## src/rtl/regfile_if.sv

```systemverilog
// ---------------------------------------------------------------------------
// regfile_if
//   Bundles the register-file access signals between the pipeline and the
//   architectural register file.
//   Write side (driven by MEM/WB):
//     we      write enable
//     waddr   write register address
//     wdata   write data
//   Read side (addresses driven by ID, data returned by the register file):
//     re1/raddr1 -> rdata1   read port 1
//     re2/raddr2 -> rdata2   read port 2
//   Modports:
//     master : pipeline side, which drives the enables, addresses and write data
//     slave  : register file side, which drives the read data
// ---------------------------------------------------------------------------
interface regfile_if #(
  parameter int DATA_W = 32,
  parameter int ADDR_W = 5
);
  logic              we;
  logic [ADDR_W-1:0] waddr;
  logic [DATA_W-1:0] wdata;
  logic              re1;
  logic [ADDR_W-1:0] raddr1;
  logic [DATA_W-1:0] rdata1;
  logic              re2;
  logic [ADDR_W-1:0] raddr2;
  logic [DATA_W-1:0] rdata2;

  modport master (
    output we, waddr, wdata, re1, raddr1, re2, raddr2,
    input  rdata1, rdata2
  );

  modport slave (
    input  we, waddr, wdata, re1, raddr1, re2, raddr2,
    output rdata1, rdata2
  );
endinterface

```

## src/rtl/regfile.sv

```systemverilog
// ---------------------------------------------------------------------------
// regfile
//   Architectural register file with 32 general registers. It has one
//   synchronous write port, which is the write-back sink. It also has two
//   combinational read ports, which are the operand sources for ID. A write
//   and a read of the same register in the same cycle bypass each other, so
//   ID sees write-back data without a one-cycle bubble. r0 is hard-wired to
//   zero.
//   Ports:
//     clk  in   pipeline clock; all storage updates on its rising edge
//     rst  in   asynchronous active-low reset (0 = reset asserted)
//     bus  slave modport of regfile_if:
//            we/waddr/wdata         write port
//            re1/raddr1 -> rdata1   read port 1
//            re2/raddr2 -> rdata2   read port 2
// ---------------------------------------------------------------------------
module regfile #(
  parameter int DATA_W   = 32,
  parameter int ADDR_W   = 5,
  parameter int NUM_REGS = 32
) (
  input  logic      clk,
  input  logic      rst,
  regfile_if.slave  bus
);

  logic [DATA_W-1:0] regs_q [NUM_REGS];
  logic              wr_en;

  // A write to r0 is dropped here. As a result, regs_q[0] stays 0 after reset.
  assign wr_en = bus.we && (bus.waddr != '0);

  always_ff @(posedge clk or negedge rst) begin
    if (!rst) begin
      for (int i = 0; i < NUM_REGS; i++) begin
        regs_q[i] <= '0;
      end
    end else if (wr_en) begin
      regs_q[bus.waddr] <= bus.wdata;
    end
  end

  // The two read ports are identical. Their inputs are packed so that one
  // generate loop builds both ports.
  logic [1:0]             re_v;
  logic [1:0][ADDR_W-1:0] raddr_v;

  assign re_v    = {bus.re2, bus.re1};
  assign raddr_v = {bus.raddr2, bus.raddr1};

  genvar gi;
  generate
    for (gi = 0; gi < 2; gi++) begin : g_rd
      logic [DATA_W-1:0] rdata_d;

      // Priority: reset, disabled port, r0, same-cycle write bypass, storage.
      // The r0 check comes before the bypass, so a write to r0 never leaks
      // through.
      always_comb begin
        rdata_d = '0;
        if (!rst || !re_v[gi] || (raddr_v[gi] == '0)) begin
          rdata_d = '0;
        end else if (bus.we && (raddr_v[gi] == bus.waddr)) begin
          rdata_d = bus.wdata;
        end else begin
          rdata_d = regs_q[raddr_v[gi]];
        end
      end
    end
  endgenerate

  assign bus.rdata1 = g_rd[0].rdata_d;
  assign bus.rdata2 = g_rd[1].rdata_d;

endmodule
```

## src/flat_wrapper.sv

```systemverilog
// flat-port wrapper written by rule: the top's interface ports become plain ports
module regfile_flat 
#(
  parameter int DATA_W   = 32,
  parameter int ADDR_W   = 5,
  parameter int NUM_REGS = 32
)
  (clk, rst, bus_we, bus_waddr, bus_wdata, bus_re1, bus_raddr1, bus_re2, bus_raddr2, bus_rdata1, bus_rdata2);
  regfile_if #(.DATA_W(DATA_W), .ADDR_W(ADDR_W)) bus_i ();
  input  logic clk;
  input  logic rst;
  input wire logic [$bits(bus_i.we)-1:0] bus_we;
  input wire logic [$bits(bus_i.waddr)-1:0] bus_waddr;
  input wire logic [$bits(bus_i.wdata)-1:0] bus_wdata;
  input wire logic [$bits(bus_i.re1)-1:0] bus_re1;
  input wire logic [$bits(bus_i.raddr1)-1:0] bus_raddr1;
  input wire logic [$bits(bus_i.re2)-1:0] bus_re2;
  input wire logic [$bits(bus_i.raddr2)-1:0] bus_raddr2;
  output wire logic [$bits(bus_i.rdata1)-1:0] bus_rdata1;
  output wire logic [$bits(bus_i.rdata2)-1:0] bus_rdata2;
  assign bus_i.we = bus_we;
  assign bus_i.waddr = bus_waddr;
  assign bus_i.wdata = bus_wdata;
  assign bus_i.re1 = bus_re1;
  assign bus_i.raddr1 = bus_raddr1;
  assign bus_i.re2 = bus_re2;
  assign bus_i.raddr2 = bus_raddr2;
  assign bus_rdata1 = bus_i.rdata1;
  assign bus_rdata2 = bus_i.rdata2;
  regfile #(.DATA_W(DATA_W), .ADDR_W(ADDR_W), .NUM_REGS(NUM_REGS)) u_core (.clk(clk), .rst(rst), .bus(bus_i));
endmodule
```

## config.mk

```make
export PLATFORM = sky130hd
export DESIGN_NAME = regfile_flat
export DESIGN_NICKNAME = d
export VERILOG_FILES = /design/src/rtl/regfile_if.sv /design/src/rtl/regfile.sv /design/src/flat_wrapper.sv
export SDC_FILE = /design/constraint.sdc
export NUM_CORES = 2
export LEC_CHECK = 0
export CORE_MARGIN = 5
export CORE_UTILIZATION = 40
export DETAILED_ROUTE_END_ITERATION = 12
export PLACE_DENSITY_LB_ADDON = 0.25
export SLEW_MARGIN = 20
export SYNTH_ARGS = -nofsm -noshare
export SYNTH_HDL_FRONTEND = slang
export SYNTH_SLANG_ARGS = --single-unit
export TNS_END_PERCENT = 100
```

## constraint.sdc

```tcl
create_clock -name clk -period 6.8 [get_ports clk]
set_clock_uncertainty 0.1 [all_clocks]
set_input_delay 0.68 -clock clk [delete_from_list [all_inputs] [get_ports clk]]
set_output_delay 0.68 -clock clk [all_outputs]
set_load 0.03 [all_outputs]
```

==> results.tsv <==
stage	metric	value	unit
status	status	finished, final reports clean	
cts	CTS tree	done	
routing	average vias per placed instance	6.43	
critical_path	top fanout value on the critical path	26	
routing	drt initial violations	3673	
timing	slew of the pin with the lowest slew margin	1.21	ns
pwr	Pwr Density	289	nW/um^2
synth	XOR/XNOR Fraction of Synth Area	0.161	%
placement	DP HPWL	103000	um
timing	RSZ-0062 raised after global routing	no	
synth	Async SR Flop Fraction	100	%
final_layout	fin util	45.1	%
pwr	P_leak	26.1	nW
timing	final setup fails	0	
routing	DR pass1 iterations	7	
critical_path	Crit Path Class	in -> out	
synth	post-synthesis compound-gate area fraction	4.85	%
placement	Port-buffer cells	115	
timing	Fmax	186	MHz
floorplanning	Die Wd	378	um
final_layout	Biggest register	u_core.regs_q	
synth	simple-gate share of the synthesized area	1.48	%
grt	vias in the first global route	34900	
floorplanning	io pins	116	
cts	Setup Buffers After CTS	0	
routing	WL/cell	33.4	um
cts	Clock Tree Buf Depth	3	
synth	Adder-Cell Fraction of Synth Area	0	%
synth	count of flip-flops with a built-in enable after synthesis	0	
synth	Avg Cell Area, Syn	15.2	um^2
synth	mux cell area share after synthesis	42.9	%
synth	post-synthesis cell area	54300	um^2
synth	warning count from the yosys run	0	
grt	gr ovfl total	0	
timing	endpoints failing hold	0	
final_layout	Largest register FFs	1024	
grt	initial antenna violation count	12	
synth	main combinational cell family by area after synthesis	multiplexers	
synth	Post-Synthesis Cells	3564	
grt	first-pass GRT wire length	261000	um
pwr	Power Total	17.6	mW
synth	ys flop type	dfrtp_1	
synth	FF+latch count, synth	1024	
critical_path	critical path launch point type	input port	
cts	Root Driver	clkbuf_16	
floorplanning	height of the die	378	um
timing	slew margin rel.	19.1	%
cts	post-CTS sizing	0	
grt	largest net degree at the start of global routing	158	
timing	Slew Limit Fails	0	
final_layout	fin nets	3545	
final_layout	Top Registers	u_core.regs_q (1024)	
critical_path	critical path arrival	4.61	ns
timing	Hold Worst Slack	0.292	ns
critical_path	required time of the critical path	6.02	ns
final_layout	final non-filler cell total	5365	
routing	routed via count	34500	
synth	share of the yosys chip area belonging to registers	47.2	%
hold_path	Hold Path Origin	u_core.regs_q[1017]	
cts	Clock Pin Slew Worst Setup and Hold Paths	0.06	ns
routing	drt total wl	179000	um
floorplanning	Rows	135	
hold_path	Hold Path Class	reg -> reg	
grt	Total GRT Usage	25.1	%
pwr	peak supply drop	0.000227	V
timing	final period utilization	79.2	%
timing	minimum clock period	5.39	ns
cts	clock latency on the worst-skew pair	0.71	ns
floorplanning	Initial Utilization	40.2	%
cts	cts hold-fix bufs	1	
cts	CTS sink count	1024	
timing	setup TNS	0	ns
routing	DRC violations left	0	
cts	total CTS buffers	109	
critical_path	CP Launch Point	bus_raddr2[2]	
floorplanning	core area	135000	um^2
flow_run	Max-Cap Viols	0	
cts	H-Tree Level Count	3	
placement	gpl congestion	0.810	
critical_path	Crit. End Element	output pin	
final_layout	P&R area growth vs syn	12.3	%
routing	antenna viol nets, final	0	
synth	library cells used by synthesis	52	
placement	post-placement cell count	5162	
floorplanning	Die ar.	143000	um^2
synth	Syn Nets	3616	
final_layout	share of layout cells above drive strength 1	30.7	%
critical_path	worst r2r src	u_core.regs_q[903]	
## logic make-up (layout without fill, tap and decap cells)
kind of cell	Yosys count	in the layout
muxes	1577	1577
DFF	1024	1024
buffers and inverters	426	444
AOI/OAI and AO/OA	358	358
and+or+nand+nor	169	169
xor gates and xnor gates	10	10
other	0	2
## Yosys cell counts, types with 2 or more instances
cell type | instances | share of area, %
a2111oi_0 | 12 | 0.19
a211o_1 | 4 | 0.065
a211oi_1 | 13 | 0.18
a21oi_1 | 74 | 0.68
a221o_1 | 27 | 0.50
a22o_1 | 32 | 0.52
a22oi_1 | 118 | 1.6
a311oi_1 | 10 | 0.16
a31oi_1 | 2 | 0.023
and2_1 | 2 | 0.023
and3b_1 | 2 | 0.032
buf_1 | 69 | 0.48
buf_12 | 4 | 0.15
buf_2 | 79 | 0.73
buf_4 | 22 | 0.30
buf_6 | 2 | 0.042
clkbuf_1 | 247 | 1.7
clkinv_1 | 2 | 0.014
dfrtp_1 | 1024 | 47
mux2_1 | 758 | 16
mux2_2 | 234 | 4.9
mux2i_1 | 87 | 1.6
mux4_2 | 498 | 21
nand2_1 | 67 | 0.46
nand3_1 | 31 | 0.29
nand3b_1 | 8 | 0.11
nand4_1 | 3 | 0.035
nor2_1 | 28 | 0.19
nor2b_1 | 10 | 0.12
nor3_1 | 4 | 0.037
nor3b_1 | 5 | 0.069
o21ai_0 | 2 | 0.018
o221ai_1 | 13 | 0.21
o22ai_1 | 30 | 0.35
o31ai_1 | 8 | 0.11
o41ai_1 | 5 | 0.081
or2_1 | 2 | 0.023
or3_1 | 3 | 0.035
xnor2_1 | 10 | 0.16
## worst max-delay path, cell delays in order
cell             delay (ns)
buf_4                  0.56
buf_4                  0.39
nor2b_4                0.93
buf_4                  0.53
a22oi_1                0.16
a21oi_1                0.17
a221o_1                0.37
clkdlybuf4s50_1        0.75
## area by class of cell
class                   instances  area [um^2]
fillers                     12000        74200
well taps                    1781         2230
clock inverters                35          433
multi-input cells            2114        27100
clock buffers                 165         3230
diodes                          2         5.00
inverters                       3         11.3
repair buffers                241         2340
flip-flops and latches       1024        25600
## worst paths after layout
| path | endpoint | slack (ns) | depth (start not counted) |
|---|---|---|---|
| min in group asynchronous | u_core.regs_q[7] | 0.43 | 2 |
| min reg2reg | u_core.regs_q[1017] | 0.29 | 0 |
| min | u_core.regs_q[1017] | 0.29 | 0 |
| max in group asynchronous | u_core.regs_q[220] | 3.11 | 5 |
| max reg2reg | u_core.regs_q[903] | 5.85 | 1 |
| max | bus_rdata2[0] | 1.41 | 8 |
## through the flow
step	setup WS [ns]	instance area (um^2)
2_1_floorplan	3.11	54300
3_3_place_gp	1.49	57200
3_5_place_dp	1.55	57300
4_1_cts	1.55	61000
5_1_grt	1.46	60900
6_report	1.41	60900
## cell usage in the layout, fill, tap and decap left out, types with 5 or more instances in the layout
cell,n
dfrtp_1,1024
o221ai_1,13
mux2_2,234
clkbuf_16,110
o22ai_1,30
a2111oi_0,12
clkinv_2,19
a311oi_1,10
nand3_1,31
buf_12,15
mux2i_1,87
nor2_1,9
o41ai_1,5
clkdlybuf4s50_1,94
a221o_1,27
mux2_1,758
nand2_1,52
buf_4,117
xnor2_1,10
a21oi_1,74
a22o_1,32
nand3b_1,8
clkbuf_1,28
bufinv_16,9
mux4_2,498
a211oi_1,13
a22oi_1,118
clkbuf_8,27
nor2b_1,7
nand2_4,11
nor2_4,19
o31ai_1,8
buf_2,5
buf_8,5
## where the power goes
| part | internal, mW | switching [mW] |
|---|---|---|
| clock | 3.60 | 2.58 |
| combinational | 1.95 | 1.45 |
| sequential | 7.25 | 0.811 |
| total | 12.8 | 4.84 |
## layer usage
layer	vias up	GRT usage (%)	share of wire, %
met5	-	0	0.039
met4	10	8.45	3.7
met3	327	5.32	7.8
met2	1398	38.5	46
met1	19000	35.7	43
li1	13800	-	-
Note: power is estimated with default switching activity, not from simulation.
